$ cat config.mk
export PLATFORM = sky130hd
export DESIGN_NAME = wishbone_local_memory_bridge
export DESIGN_NICKNAME = d
export VERILOG_FILES = /design/src/rtl/wishbone_local_memory_bridge_pkg.sv /design/src/rtl/wishbone_local_memory_bridge.sv
export SDC_FILE = /design/constraint.sdc
export NUM_CORES = 1
export LEC_CHECK = 0
export CAP_MARGIN = 20
export CORE_UTILIZATION = 40
export CTS_CLUSTER_DIAMETER = 120
export DETAILED_ROUTE_END_ITERATION = 7
export DONT_BUFFER_PORTS = 1
export GPL_TIMING_DRIVEN = 0
export PLACE_DENSITY_LB_ADDON = 0.25
export SLEW_MARGIN = 20
export SYNTH_ARGS = -nofsm -noshare
export SYNTH_HDL_FRONTEND = slang
export SYNTH_SLANG_ARGS = --single-unit
$ cat constraint.sdc
create_clock -name clk -period 6.9 [get_ports clk]
set_clock_uncertainty 0.05 [all_clocks]
set_input_delay 0.345 -clock clk [delete_from_list [all_inputs] [get_ports clk]]
set_output_delay 0.345 -clock clk [all_outputs]
set_load 0.02 [all_outputs]
$ cat src/rtl/wishbone_local_memory_bridge_pkg.sv
// Shared definitions for the Wishbone to local-memory bridge.
package wishbone_local_memory_bridge_pkg;

    localparam int unsigned WB_ADDR_WIDTH = 32;
    localparam int unsigned WB_DATA_WIDTH = 32;
    localparam int unsigned WB_SEL_WIDTH  = 4;

    typedef enum logic [1:0] {
        StIdle    = 2'd0,
        StRequest = 2'd1,
        StRespond = 2'd2,
        StError   = 2'd3
    } bridgeState_t;

endpackage

$ cat src/rtl/wishbone_local_memory_bridge.sv
// Wishbone classic slave that turns one decoded bus cycle into a held request on the
// secondary port of the local memory interface, answering with ack, or with err on a
// malformed access or a timeout.
module wishbone_local_memory_bridge
    import wishbone_local_memory_bridge_pkg::*;
#(
    parameter int unsigned ADDRESS_SIZE   = 24,
    parameter logic [WB_ADDR_WIDTH-ADDRESS_SIZE-1:0] BASE_ADDRESS = '0,
    parameter int unsigned TIMEOUT_CYCLES = 16
) (
    input  logic                     clk,
    input  logic                     rst,
    input  logic                     wb_cyc_i,
    input  logic                     wb_stb_i,
    input  logic                     wb_we_i,
    input  logic [WB_SEL_WIDTH-1:0]  wb_sel_i,
    input  logic [WB_ADDR_WIDTH-1:0] wb_adr_i,
    input  logic [WB_DATA_WIDTH-1:0] wb_dat_i,
    output logic                     wb_ack_o,
    output logic                     wb_err_o,
    output logic [WB_DATA_WIDTH-1:0] wb_dat_o,
    output logic [ADDRESS_SIZE-1:0]  memAddress,
    output logic [WB_SEL_WIDTH-1:0]  memByteSelect,
    output logic                     memEnable,
    output logic                     memWriteEnable,
    output logic [WB_DATA_WIDTH-1:0] memDataWrite,
    input  logic [WB_DATA_WIDTH-1:0] memDataRead,
    input  logic                     memBusy
);

    localparam int unsigned COUNT_WIDTH = $clog2(TIMEOUT_CYCLES);
    localparam logic [COUNT_WIDTH-1:0] COUNT_LAST = COUNT_WIDTH'(TIMEOUT_CYCLES - 1);

    bridgeState_t           state;
    logic [COUNT_WIDTH-1:0] timeoutCount;
    logic                   abortHold;
    logic                   hit;
    logic                   invalid;
    logic                   blocked;

    // Address decode and access validity for the cycle currently on the bus.
    always_comb begin
        hit     = wb_cyc_i & wb_stb_i
                & (wb_adr_i[WB_ADDR_WIDTH-1:ADDRESS_SIZE] == BASE_ADDRESS);
        invalid = (wb_adr_i[1:0] != 2'b00) | (wb_sel_i == '0);
        // The master still holds stb while it sees our ack/err, and an abort must leave
        // memEnable low for two cycles; ignore the bus for that one cycle.
        blocked = wb_ack_o | wb_err_o | abortHold;
    end

    // Bridge FSM with registered Wishbone responses and memory request signals.
    always_ff @(posedge clk or posedge rst) begin
        if (rst) begin
            state          <= StIdle;
            timeoutCount   <= '0;
            abortHold      <= 1'b0;
            wb_ack_o       <= 1'b0;
            wb_err_o       <= 1'b0;
            wb_dat_o       <= '0;
            memAddress     <= '0;
            memByteSelect  <= '0;
            memEnable      <= 1'b0;
            memWriteEnable <= 1'b0;
            memDataWrite   <= '0;
        end else begin
            wb_ack_o <= 1'b0;
            wb_err_o <= 1'b0;
            case (state)
                StIdle: begin
                    abortHold <= 1'b0;
                    if (hit && !blocked) begin
                        if (invalid) begin
                            state <= StError;
                        end else begin
                            memAddress     <= wb_adr_i[ADDRESS_SIZE-1:0];
                            memByteSelect  <= wb_sel_i;
                            memWriteEnable <= wb_we_i;
                            memDataWrite   <= wb_dat_i;
                            memEnable      <= 1'b1;
                            timeoutCount   <= '0;
                            state          <= StRequest;
                        end
                    end
                end
                StRequest: begin
                    timeoutCount <= timeoutCount + 1'b1;
                    // Abort outranks both completion and timeout.
                    if (!wb_cyc_i) begin
                        memEnable <= 1'b0;
                        abortHold <= 1'b1;
                        state     <= StIdle;
                    end else if (!memBusy) begin
                        memEnable <= 1'b0;
                        if (!memWriteEnable) begin
                            wb_dat_o <= memDataRead;
                        end
                        state <= StRespond;
                    end else if (timeoutCount == COUNT_LAST) begin
                        memEnable <= 1'b0;
                        state     <= StError;
                    end
                end
                StRespond: begin
                    wb_ack_o <= wb_cyc_i;
                    state    <= StIdle;
                end
                StError: begin
                    wb_err_o <= wb_cyc_i;
                    state    <= StIdle;
                end
                default: state <= StIdle;
            endcase
        end
    end

endmodule

==> results.txt, run 1 <==
The flow ran to the end, and the final reports show no timing, DRC or antenna violations. TritonCTS built the clock tree. Of the total synthesized cell area, the portion taken by full adders, half adders and majority gates is 0.298%. The number of design-rule violations left by the first detailed-router iteration came out at 68.

The deepest clock path buffer count came out at 2. After detailed routing, the number of vias per cell comes to 5.21. Of all nets on the critical path, the largest fanout is 10. After technology mapping, the gate count stands at 251. The area growth from synthesis to final layout is 10.6%. The initial core utilization was 41.0%.

Hold timing on the final database bottoms out at a slack of 0.0660 ns. The run gives 388 as the number of placed instances with taps included. The beginning of the worst register-to-register path was wb_err_o. The shortest period the worst path allows is 2.38 ns. Summed over all layers, the routed wires come to 8120 um. For flop-to-flop paths, the worst setup slack is 4.52 ns. Setup repair after global routing left no endpoint under its margin. In this run the number of H-tree levels came out at 3.

The worst ir drop on vdd is 0.0823 mV. Synthesis instantiated 32 different standard cells from the library. For the final routed database, the setup TNS stands at 0 ns. The tree is rooted in a sky130_fd_sc_hd__clkbuf_8. The run gives 2.57 ns as the data arrival at the endpoint of the critical path.

The design draws 1.07 mW. The clock network latency to the later pin of the worst-skew pair came out at 0.35 ns. Proportion of synthesized chip area in sequential cells: 61.5%. The count of pins on the block boundary was 202; the count of state elements after synthesis was 103. In this run the horizontal extent of the chip is 104 um. In this run the power density over the cells is 231 mW/mm^2. The total overflow left after global routing is 0.

The number of I/O port buffers is 0. The core utilization of the finished layout was 45.3%. The proportion of synthesized area in mux cells is 29.4%.

The path with the worst hold slack has its endpoint at memDataWrite[5]. By area the synthesized netlist is led by sky130_fd_sc_hd__dfrtp_1, sky130_fd_sc_hd__mux2_4, sky130_fd_sc_hd__mux2_2. The leakage component of the power was 2.30 nW; the TritonCTS buffer count was 9. The final max-slew violation count is 0, and the count of clock tree sinks is 103.

The number of antenna diodes in the final layout is 0. The tools report the half-perimeter wire length of the detailed placement result as 5830 um. Summing the areas of all compound-gate instances in the mapped netlist gives 1.88% of the synthesized area. The routability-driven placement congestion ratio is 0.727, and the number of gates given a new drive strength after cts is 0. The floorplan step defined a die boundary enclosing 0.0109 mm^2.

Across the run, the number of max-cap violations was 0. The run gives 4 as the detailed-router iteration count before antenna repair. The synthesized design spends more area on one cell type than any other, namely sky130_fd_sc_hd__dfrtp_1. Main combinational cell family by area after synthesis: multiplexers. Setup violations remaining at the end of the flow were counted as 0. The cell depth of the worst hold path was 1. The placeable core region came out at 0.0102 mm^2. In the final layout, the share of cells above drive strength 1 is 43.1%.

The global routing usage summed across all routing layers is 15.5%, and the area share of the largest cell type after synthesis is 61.5%. The tightest min-delay check is of the input port to register type. The average instance in the mapped netlist occupies 16.7 um^2. Worst slew margin relative to its limit: 44.3%. Data on the critical path is required at its endpoint by 7.09 ns. The path depth of the worst reg2reg path was 5.

The nature of the critical path endpoint was a register. Buffers added to address setup during post-CTS repair amount to 0. The run gives 904 as the number of filler instances in the final layout. Launch point of the critical path: wb_err_o. For the maximum number of pins on one net before global-route repair, the log shows 64.

The row count was 37; the final cycle utilization of the critical path was 34.5%. The transition at the pin with the smallest max-transition slack is 0.829 ns. For this run, the number of Yosys warnings is 0. Static timing analysis puts the maximum clock frequency at 420 MHz. The worst setup path is of the register to register kind. Clock-pin slew was measured on the worst setup and hold paths at 0.10 ns.

The number of antenna violations at the first check in global routing is 0, and the die height is 104 um. The number of flops mapped to enable cells by yosys was 0; the net total in the final layout was 371. The most instantiated flip-flop cell in the synthesis netlist is sky130_fd_sc_hd__dfrtp_1. The tools report the detailed-route via count as 2109.

Final routed DRC violation total: 0. The average routed wire per standard cell is 20.0 um, and the wire length of the first global-routing pass is 12900 um. After Yosys synthesis, and, or, nand and nor cells account for 4.42% of the synthesized area. The commonest cells after synthesis are sky130_fd_sc_hd__dfrtp_1, sky130_fd_sc_hd__mux2_4, sky130_fd_sc_hd__mux2_2, sky130_fd_sc_hd__nor2_1. The leading cell type by number of instances after synthesis was sky130_fd_sc_hd__dfrtp_1. The worst setup path is launched from a register. The combined area of all synthesized cells is 0.00419 mm^2.

The worst hold path begins at wb_dat_i[5]. The final count of hold timing violations came out at 0. Number of global-route vias before repair: 2316.

After Yosys synthesis, XOR and XNOR cells account for 0.209% of the synthesized area. The share of synthesized registers carrying an async set or reset is 100%, and the final cell count without fillers is 405. Total nets after synthesis: 358.

In this run the remaining antenna-violating nets after routing total 0. In this run the critical register-to-register path is captured at memAddress[3].
-- area by class of cell --
type | count | area (um^2) | share of cell area (%)
plain buffers | 12 | 93.8 | 2.02
flip-flops and latches | 103 | 2580 | 55.6
clock inverters | 6 | 92.6 | 2.00
well taps | 136 | 170 | 3.67
inverters | 1 | 8.76 | 0.189
clock buffers | 10 | 138 | 2.97
repair buffers | 2 | 37.5 | 0.809
multi-input cells | 135 | 1520 | 32.8
-- where the power goes --
part           total (mW)  switching [mW]  internal [mW]
sequential          0.621          0.0117          0.610
combinational      0.0298          0.0171         0.0127
clock               0.421           0.205          0.216
-- kinds of logic after synthesis --
group,count (synthesis)
AO/OA/AOI/OAI,11
adder cells (fa/ha/maj),1
AND/OR/NAND/NOR,29
flip-flops,103
buffers and inverters,13
multiplexers,93
XOR/XNOR,1
-- through the flow --
step / worst slack [ns] / area, um^2
finish: 4.52 / 4640
global route: 4.32 / 4640
CTS: 4.44 / 4640
detailed placement: 4.45 / 4400
global placement: 2.76 / 4360
floorplan: 3.80 / 4190
-- sequential cells by signal (all words and copies together) (netlist names) --
name            cells
abortHold           1
memAddress         24
memByteSelect       4
memDataWrite       32
memEnable           1
memWriteEnable      1
state               2
timeoutCount        4
wb_ack_o            1
wb_dat_o           32
wb_err_o            1
-- cell usage in the layout (no fill, tap or decap), types with 4 or more instances in the layout --
cell type                    n
sky130_fd_sc_hd__mux2_1      6
sky130_fd_sc_hd__mux2_4     50
sky130_fd_sc_hd__nor2_1      8
sky130_fd_sc_hd__clkbuf_8   10
sky130_fd_sc_hd__nand2_1     4
sky130_fd_sc_hd__dfrtp_1   103
sky130_fd_sc_hd__mux2_2     36
sky130_fd_sc_hd__buf_6       6
-- routing by layer --
layer  wire [um]  vias up  global-route usage, %  share of wire [%]
met5           0        -                      0                  0
met4          80        0                   5.20               0.99
met3         988        5                   6.64                 12
met2        3780      136                   23.7                 47
met1        3270     1059                   19.6                 40
li1            -      909                      -                  -
-- what timing repair did --
action                                  in CTS  in global routing
endpoints found under the hold margin       40                  0
endpoints found under the setup margin       0                  0
hold buffers                                 1                  0
-- worst max-delay path, stage by stage (launching register included) --
cell and delay, ns:
sky130_fd_sc_hd__dfrtp_1 0.47, sky130_fd_sc_hd__nor3_1 0.27, sky130_fd_sc_hd__nand4b_2 0.21, sky130_fd_sc_hd__nor4_4 0.66
sky130_fd_sc_hd__buf_6 0.29, sky130_fd_sc_hd__mux2_4 0.31
-- how the worst max path moves through the flow --
stage | endpoint | slack [ns]
finish | memAddress[3] | 4.52
global route | memDataWrite[0] | 4.32
CTS | memDataWrite[2] | 4.44
detailed placement | memDataWrite[2] | 4.45
global placement | memAddress[14] | 2.76
floorplan | abortHold | 3.80
Note: power is estimated with default switching activity, not from simulation.
==> inputs of run 2 (changes only) <==
clock period = 2.15 ns   (was 6.9 ns; I/O delays follow)
==> results.txt, run 2 (synthesized netlist as in run 1, its figures left out) <==
The run finished with clean final reports. The global routing usage summed across all routing layers came out at 17.9% (+2.5 points). The power density over the cells was 616 mW/mm^2 (+170%).

The logs give 0.606 mV (+640%) for the worst ir drop on vdd and 2.35 ns (-4.74 ns) for the required time reported for the critical path endpoint. For the detailed-route wire length, the log shows 9250 um (+14%). The placeable core region was 0.0102 mm^2 (unchanged); the post-CTS clock slew at the launch and capture registers of the worst setup and hold paths was 0.09 ns (about the same). The area growth from synthesis to layout is 33.9%.

Leaving out fill and tap cells, the most frequent cells in the layout are sky130_fd_sc_hd__dfrtp_1, sky130_fd_sc_hd__dlygate4sd3_1, sky130_fd_sc_hd__mux2_4. The final max-slew violation count was 0 (unchanged); the number of max-capacitance violations reported was 0 (unchanged). The transition at the pin with the smallest max-transition slack is 0.956 ns (+0.127 ns). For the setup TNS, the log shows 0 ns (unchanged).

The worst slack at placement was -0.318 ns (-4.77 ns); the wire length of the first global-routing pass was 14900 um (+16%). Half-perimeter wire length of the detailed placement result: 5980 um (+2.5%). The worst setup path is captured at a register. The path depth of the worst reg2reg path is 6 (+1), and the number of design-rule violations left by the first detailed-router iteration is 80 (+18%).

TritonCTS built the clock tree. The register-to-register setup slack is 0.15 ns (-4.37 ns), and the number of antenna violations at the first check in global routing is 0 (unchanged). The data arrival at the endpoint of the critical path is 2.20 ns (-0.37 ns), and the average routed wire per standard cell is 18.4 um (-8.1%).

The overall overflow remaining after global route came out at 0 (unchanged). The run gives 57.6% (-0.3 points) as the portion of total power attributed to sequential cells. The tools report the root cell of the clock tree as sky130_fd_sc_hd__clkbuf_8. STA classifies the critical path startpoint as a register. The run gives 41.0% (unchanged) as the initial core utilization. The logs give 0.701 (-3.5%) for the routability-driven placement congestion ratio and 35.4% (-8.9 points) for the worst slew margin relative to its limit.

Number of filler instances in the final layout: 824 (-8.8%). The TritonCTS buffer count was 9 (unchanged); the x dimension of the die was 104 um (unchanged). The number of inserted diodes was 0 (unchanged); the detailed-router iteration count before antenna repair was 4 (unchanged).

The final routed DRC violation total was 0 (unchanged); the shortest period the worst path allows was 2.00 ns (-0.384 ns). The final count of hold timing violations came out at 0 (unchanged). The worst-case setup margin in the final layout is 0.150 ns (-4.37 ns). The switching part of the total works out to 21.7% (-0.12 points).

The run gives 2 (unchanged) as the deepest clock path buffer count. The end point of the worst hold path is state[1]. The final antenna-violating net count came out at 0 (unchanged). The floorplan die area was 0.0109 mm^2 (unchanged); the maximum fanout along the worst path was 10 (unchanged). Number of global-route vias before repair: 2791 (+21%). The run gives 37 (unchanged) as the row count.

For the net total in the final layout, the log shows 469 (+26%). The path class of the tightest hold or removal check is input port to register. The count of endpoints failing setup in the final report was 0 (unchanged); the detailed-route via count was 2443 (+16%). The die height is 104 um (unchanged).

Count of clock tree sinks: 103 (unchanged). The cell depth of the worst hold path is 4 (+3), and the power dissipated by switching net loads is 0.751 mW (+220%). The number of I/O port buffers was 0 (unchanged); the clock network fraction of design power was 35.3% (-4.0 points).

The run gives 500 MHz (+19%) as the maximum clock rate. The beginning of the worst register-to-register path is wb_err_o. By startpoint and endpoint, the worst setup path is classified as register to register.

The leakage component of the power was 2.71 nW (+18%); the maximum number of pins on one net before global-route repair was 34 (-47%). The final cycle utilization of the critical path was 93.0% (+58 points). Worst reg2reg path endpoint: memDataWrite[27]. The most common cell after layout, fill and taps aside was sky130_fd_sc_hd__dfrtp_1. Setup repair after global routing left no endpoint under its margin. The largest registers in the layout are memDataWrite x32, wb_dat_o x32, memAddress x24. The average via count per standard cell was 4.87 (-6.5%); the fraction of final layout cells with drive strength greater than 1 was 32.5% (-11 points).

The logs give 0.36 ns (about the same) for the clock network latency to the later pin of the worst-skew pair and 202 (unchanged) for the count of pins on the block boundary. The cell internal power dissipation was 2.71 mW (+220%). For the depth of the CTS H-tree, the log shows 3 (unchanged).

The tools report the combinational share of power as 7.1% (+4.3 points). Startpoint of the tightest hold check path: wb_adr_i[26].
-- run 2: changes by cell type in the layout (fill, tap and decap cells not counted), sizes merged --
cell / change
dlygate4sd3: +94
buf: +4
bufinv: -1
inv: -2
clkbuf: +2
-- run 2: stage by stage --
step	utilization [%]	power, mW	std cells	instance area [um^2]	hold WS [ns]
after floorplan	-	2.10	251	4200	0.192
after global placement	42.7	2.12	387	4370	0.194
after detailed placement	43.4	2.14	390	4440	0.0217
after CTS	54.9	3.52	502	5620	0.0423
after global routing	54.9	3.61	502	5620	0.0818
final	54.9	3.46	502	5620	0.0836
-- run 2: final cells by class --
cell class                      count  area, um^2  share of cell area, %
Sequential cell                   103        2580                   45.9
Multi-Input combinational cell    135        1520                   27.1
Timing Repair Buffer              100        1050                   18.6
Tap cell                          136         170                   3.03
Clock buffer                       12         155                   2.76
Buffer                             12        93.8                   1.67
Clock inverter                      3        42.5                  0.757
Inverter                            1        7.51                  0.134
-- run 2: worst max-delay path by stage --
stage	startpoint	to	slack, ns	depth (start not counted)
floorplan	wb_err_o	memAddress[10]	0.11	5
global placement	wb_err_o	memDataWrite[4]	-0.26	5
detailed placement	wb_err_o	memDataWrite[2]	-0.32	5
CTS	wb_err_o	memDataWrite[2]	0.02	6
global route	state[0]	wb_dat_o[11]	0.003	4
finish	wb_err_o	memDataWrite[27]	0.15	6
-- run 2: power groups by stage --
stage | Clock (mW) | Combinational, mW | Sequential, mW
2_1_floorplan | 0 | 0.0742 | 2.03
5_1_grt | 1.34 | 0.270 | 2.00
3_3_place_gp | 0 | 0.0890 | 2.03
4_1_cts | 1.28 | 0.248 | 1.99
3_5_place_dp | 0 | 0.107 | 2.03
6_report | 1.22 | 0.247 | 1.99
-- run 2: timing repair --
item | in CTS | in global routing
setup buffers | 2 | 0
gates resized for setup | 1 | 0
hold endpoints to repair | 187 | 0
hold buffers | 95 | 0
pin swaps | 1 | 1
setup endpoints to repair | 63 | 56
-- run 2: worst max-delay path, cell delays in order, from the launching register on --
cell                       delay (ns)
sky130_fd_sc_hd__dfrtp_1         0.47
sky130_fd_sc_hd__nor3_2          0.21
sky130_fd_sc_hd__nand4b_2        0.21
sky130_fd_sc_hd__nor4_4          0.26
sky130_fd_sc_hd__buf_12          0.18
sky130_fd_sc_hd__buf_6           0.19
sky130_fd_sc_hd__mux2_4          0.32
-- run 2: layer usage --
metal	vias to the layer above	wire [um]	global-route usage (%)
met2	152	4440	29.2
met4	0	98	4.69
met5	-	0	0
li1	1099	-	-
met1	1184	3690	20.9
met3	8	1020	9.02
